### src/rtl/reg_file_pkg.sv
// Shared geometry constants for the RV32IM integer register file.
package reg_file_pkg;

  localparam int RF_DATA_WIDTH = 32;
  localparam int RF_ADDR_WIDTH = 5;
  localparam int RF_NUM_REGS   = 2 ** RF_ADDR_WIDTH;
  localparam int RF_X0_IDX     = 0;

endpackage : reg_file_pkg

### src/rtl/reg_file_read_port.sv
// One combinational read port: NUM_REGS:1 mux over the register contents, x0 forced to zero.
module reg_file_read_port
  import reg_file_pkg::*;
#(
  parameter int DATA_WIDTH = RF_DATA_WIDTH,
  parameter int ADDR_WIDTH = RF_ADDR_WIDTH
) (
  input  logic [2**ADDR_WIDTH-1:0][DATA_WIDTH-1:0] regs,
  input  logic [ADDR_WIDTH-1:0]                    addr,
  output logic [DATA_WIDTH-1:0]                    data
);

  always_comb begin
    data = regs[addr];
    if (addr == ADDR_WIDTH'(RF_X0_IDX)) begin
      data = '0;
    end
  end

endmodule : reg_file_read_port

### src/rtl/reg_file.sv
// Integer register file: 32 x DATA_WIDTH, two combinational read ports, one clocked write port.
module reg_file
  import reg_file_pkg::*;
#(
  parameter int DATA_WIDTH = RF_DATA_WIDTH,
  parameter int ADDR_WIDTH = RF_ADDR_WIDTH
) (
  input  logic [DATA_WIDTH-1:0] WRITE_DATA,
  output logic [DATA_WIDTH-1:0] DATA1,
  output logic [DATA_WIDTH-1:0] DATA2,
  input  logic [ADDR_WIDTH-1:0] WRITE_ADDRESS,
  input  logic [ADDR_WIDTH-1:0] ADDRESS1,
  input  logic [ADDR_WIDTH-1:0] ADDRESS2,
  input  logic                  WRITE_ENABLE,
  input  logic                  CLK,
  input  logic                  RESET
);

  localparam int NUM_REGS = 2 ** ADDR_WIDTH;

  logic [NUM_REGS-1:0][DATA_WIDTH-1:0] regs;
  logic [NUM_REGS-1:0]                 wr_sel;

  // One-hot write decode; x0 is never selected so writes to it are dropped.
  always_comb begin
    wr_sel = '0;
    if (WRITE_ENABLE && (WRITE_ADDRESS != ADDR_WIDTH'(RF_X0_IDX))) begin
      wr_sel[WRITE_ADDRESS] = 1'b1;
    end
  end

  for (genvar gi = 0; gi < NUM_REGS; gi++) begin : g_reg
    if (gi == RF_X0_IDX) begin : g_zero
      assign regs[gi] = '0;
    end else begin : g_store
      logic [DATA_WIDTH-1:0] q_reg;

      always_ff @(posedge CLK or negedge RESET) begin
        if (!RESET) begin
          q_reg <= '0;
        end else if (wr_sel[gi]) begin
          q_reg <= WRITE_DATA;
        end
      end

      assign regs[gi] = q_reg;
    end
  end

  reg_file_read_port #(
    .DATA_WIDTH (DATA_WIDTH),
    .ADDR_WIDTH (ADDR_WIDTH)
  ) u_read_port1 (
    .regs (regs),
    .addr (ADDRESS1),
    .data (DATA1)
  );

  reg_file_read_port #(
    .DATA_WIDTH (DATA_WIDTH),
    .ADDR_WIDTH (ADDR_WIDTH)
  ) u_read_port2 (
    .regs (regs),
    .addr (ADDRESS2),
    .data (DATA2)
  );

endmodule : reg_file

### config.mk
export PLATFORM = sky130hd
export DESIGN_NAME = reg_file
export DESIGN_NICKNAME = d
export VERILOG_FILES = /design/src/rtl/reg_file_pkg.sv /design/src/rtl/reg_file_read_port.sv /design/src/rtl/reg_file.sv
export SDC_FILE = /design/constraint.sdc
export NUM_CORES = 2
export LEC_CHECK = 0
export BUFFER_PORTS_ARGS = -buffer_cell sky130_fd_sc_hd__buf_2
export CAP_MARGIN = 30
export CORE_MARGIN = 5
export CORE_UTILIZATION = 35
export CTS_BUF_LIST = sky130_fd_sc_hd__clkbuf_2
export CTS_CLUSTER_DIAMETER = 100
export DETAILED_ROUTE_END_ITERATION = 12
export PLACE_DENSITY = 0.47
export SLEW_MARGIN = 15
export SYNTH_ARGS = -nofsm -noshare
export SYNTH_HDL_FRONTEND = slang
export SYNTH_HIERARCHICAL = 1
export SYNTH_SLANG_ARGS = --single-unit
### constraint.sdc
create_clock -name CLK -period 4.2 [get_ports CLK]
set_input_delay 0.63 -clock CLK [delete_from_list [all_inputs] [get_ports CLK]]
set_output_delay 0.63 -clock CLK [all_outputs]
set_load 0.05 [all_outputs]
==> impl_metrics.ini <==
[logic_synthesis]
synth-xor-area-share_pct = 0
synth.area.mux_share_pct = 43.16
ys_ff_latch = 992
yosysUniqueCellTypes = 39
yosysSeqAreaShare_pct = 46.06
synthCells = 3552
yosys.area_share.adder_pct = 0
synth_flop_cell = dfrtp_1
yosys_warnings = 6
synth_top_family_by_area = multiplexers
synth.avg_cell_area_um2 = 15.17
yosysTopAreaCell = dfrtp_1
synthTopCellsByArea = dfrtp_1, mux2_2, mux4_2
synth_area_um2 = 53890
ys_async_sr_fraction_pct = 100.0
synth_compound_area_share_pct = 4.964
synth-simple-area-share_pct = 1.644
synth_top_cell_area_share_pct = 46.06
synth.most_common_cell = mux2_2
ys_top_cells_by_count = mux2_2, dfrtp_1, mux4_2
synth_edf_count = 0

[layout]
drive_gt1_share_pct = 60.91
fin_nets = 4012
syn2layout_area_growth_pct = 18.01
nFillCells = 14437
multi_input_area_um2 = 28600
largest_reg_flops = 992
final_cells = 6194
regArea_um2 = 24820
stdcell_area_um2 = 63600

[clock_tree]
root_buffer = clkbuf_2
h-tree-depth = 5
clockBufferDepth = 4
clock_sink_count = 992
clk_pin_slew_worst_paths_ns = 0.09
cts_tree = done
cts_buffers = 303
clk_latency_ns = 1.54

[drt]
drt_iter0_markers = 2488
avgRoutedWirePerCell_um = 31.70
vias_per_cell = 5.813
routed_wl_mm = 196.4
via_count = 36006
first_pass_iters = 7
drcViolationCount = 0
antenna_left = 0

[sta]
setup_viol = 0
post-route-period-util_pct = 97.91
finalCriticalPeriod_ns = 4.112
slew_headroom_pct = 21.59
finalMaxSlewViolations = 0
hold_viol = 0
worst_slew_pin_slew_ns = 1.176
whs_ns = 0.2641
rsz0062_at_grt = yes
fmax_mhz = 243.2
final.setup_skew_ns = 0

[job]
cap_violations = 0

[placement]
placed_cells = 5585
dpl_cell_area_um2 = 58600
routabilityCongestion = 0.7620
io_buffers = 113
dp_hpwl_mm = 116.3

[global_routing]
gr-usage-met1_pct = 33.47
grt_pass1_vias = 38087
grt_start_max_net_pins = 104
grt_usage_pct = 24.14
grt_pass1_wl_mm = 284.4
use_met3_pct = 4.982
grt_overflow = 0
grtUsageMet2_pct = 38.61
gr-max-usage-layer = met2
antenna_found_initial = 6

[floorplan]
core_um2 = 153500
die_h_um = 402.4
start_util_pct = 35.11
io-pin-count = 114
rows = 144
dieArea_um2 = 161900
die_x_um = 402.4

[pwr]
ir_worst_vdd_uv = 293.0
leakage_uw = 0.02754
p_per_area_nw_per_um2 = 425.2

[critical_path]
cp_max_fo = 3
cp-end-kind = output port
crit_arrival_ns = 3.48
cp.required_ns = 3.57
critical_path.startpoint_type = register
crit_type = register to output port

[outcome]
status = complete, no violations

[worst_hold_path]
hp-class = primary input to register
==> kinds of logic after synthesis <==
group,count (synthesis)
AOI/OAI and AO/OA,368
buffers and inverters,400
DFF,992
muxes,1632
other,1
and+or+nand+nor,159
==> per-layer routing <==
layer	wire, µm	up-vias
met5	0	-
met4	5035	0
met3	10950	290
met2	93360	1100
met1	87020	19772
li1	-	14844
==> path summary, 6_finish.rpt <==
| kind | start | to | slack (ns) | cells after the start |
|---|---|---|---|---|
| worst max-delay path | g_reg[9].g_store.q_reg[0]$_DFFE_PN0P_ | DATA1[0] | 0.09 | 6 |
| worst min-delay path | WRITE_DATA[6] | g_reg[9].g_store.q_reg[6]$_DFFE_PN0P_ | 0.26 | 3 |
| worst min register to register | g_reg[20].g_store.q_reg[7]$_DFFE_PN0P_ | g_reg[20].g_store.q_reg[7]$_DFFE_PN0P_ | 0.52 | 1 |
| min in group asynchronous | RESET | g_reg[26].g_store.q_reg[30]$_DFFE_PN0P_ | 0.72 | 5 |
| worst max register to register | g_reg[6].g_store.q_reg[17]$_DFFE_PN0P_ | g_reg[6].g_store.q_reg[17]$_DFFE_PN0P_ | 2.85 | 2 |
| max in group asynchronous | RESET | g_reg[21].g_store.q_reg[10]$_DFFE_PN0P_ | 2.37 | 6 |
==> critical path, stage by stage (launching register included) <==
cell and delay, ns:
dfrtp_1 0.40, mux4_2 0.46, mux2_4 0.32, o21ai_4 0.18, a311oi_2 0.09, buf_4 0.22, buf_12 0.14
==> area by class of cell <==
type / count / area share (%)
Antenna cell: 8 / 0.03148
Inverter: 2 / 0.01967
Clock inverter: 57 / 0.4761
Tap cell: 2044 / 4.021
Timing Repair Buffer: 440 / 8.070
Clock buffer: 428 / 3.368
Multi-Input combinational cell: 2223 / 44.98
Sequential cell: 992 / 39.03
==> timing repair <==
item / 4_1_cts / 5_1_grt
endpoints found under the setup margin: 64 / 33
hold buffers: 98 / 0
gates resized for setup: 201 / 44
endpoints found under the hold margin: 1984 / 0
pin swaps: 44 / 20
buffers inserted: 1 / 1
==> where the power goes <==
part / internal, µW / switching, µW
logic: 4080 / 2990
clock network: 2870 / 4400
registers: 11400 / 1300
==> metrics by stage <==
stage               TNS (ns)  power, µW  setup WS [ns]  utilization [%]
CTS                   -3.527      27310        -0.1878            41.11
global placement           0      19370         0.4068            38.09
global route          -1.931      28600        -0.1712            41.42
finish                     0      27040        0.08794            41.43
detailed placement         0      19510         0.3495            38.18
floorplan                  0      17230         0.6772                -
==> layout by cell type (no fill, tap or decap), drive strengths merged, types with 53 or more instances in the layout <==
cell         count
a211oi          64
a22oi           64
a311oi          64
buf            344
clkbuf         429
clkinv          53
conb            64
dfrtp          992
dlygate4sd3     95
mux2          1056
mux2i          128
mux4           448
nor2b           70
o21ai          112
No activity file was read; power rests on OpenSTA's default activity.
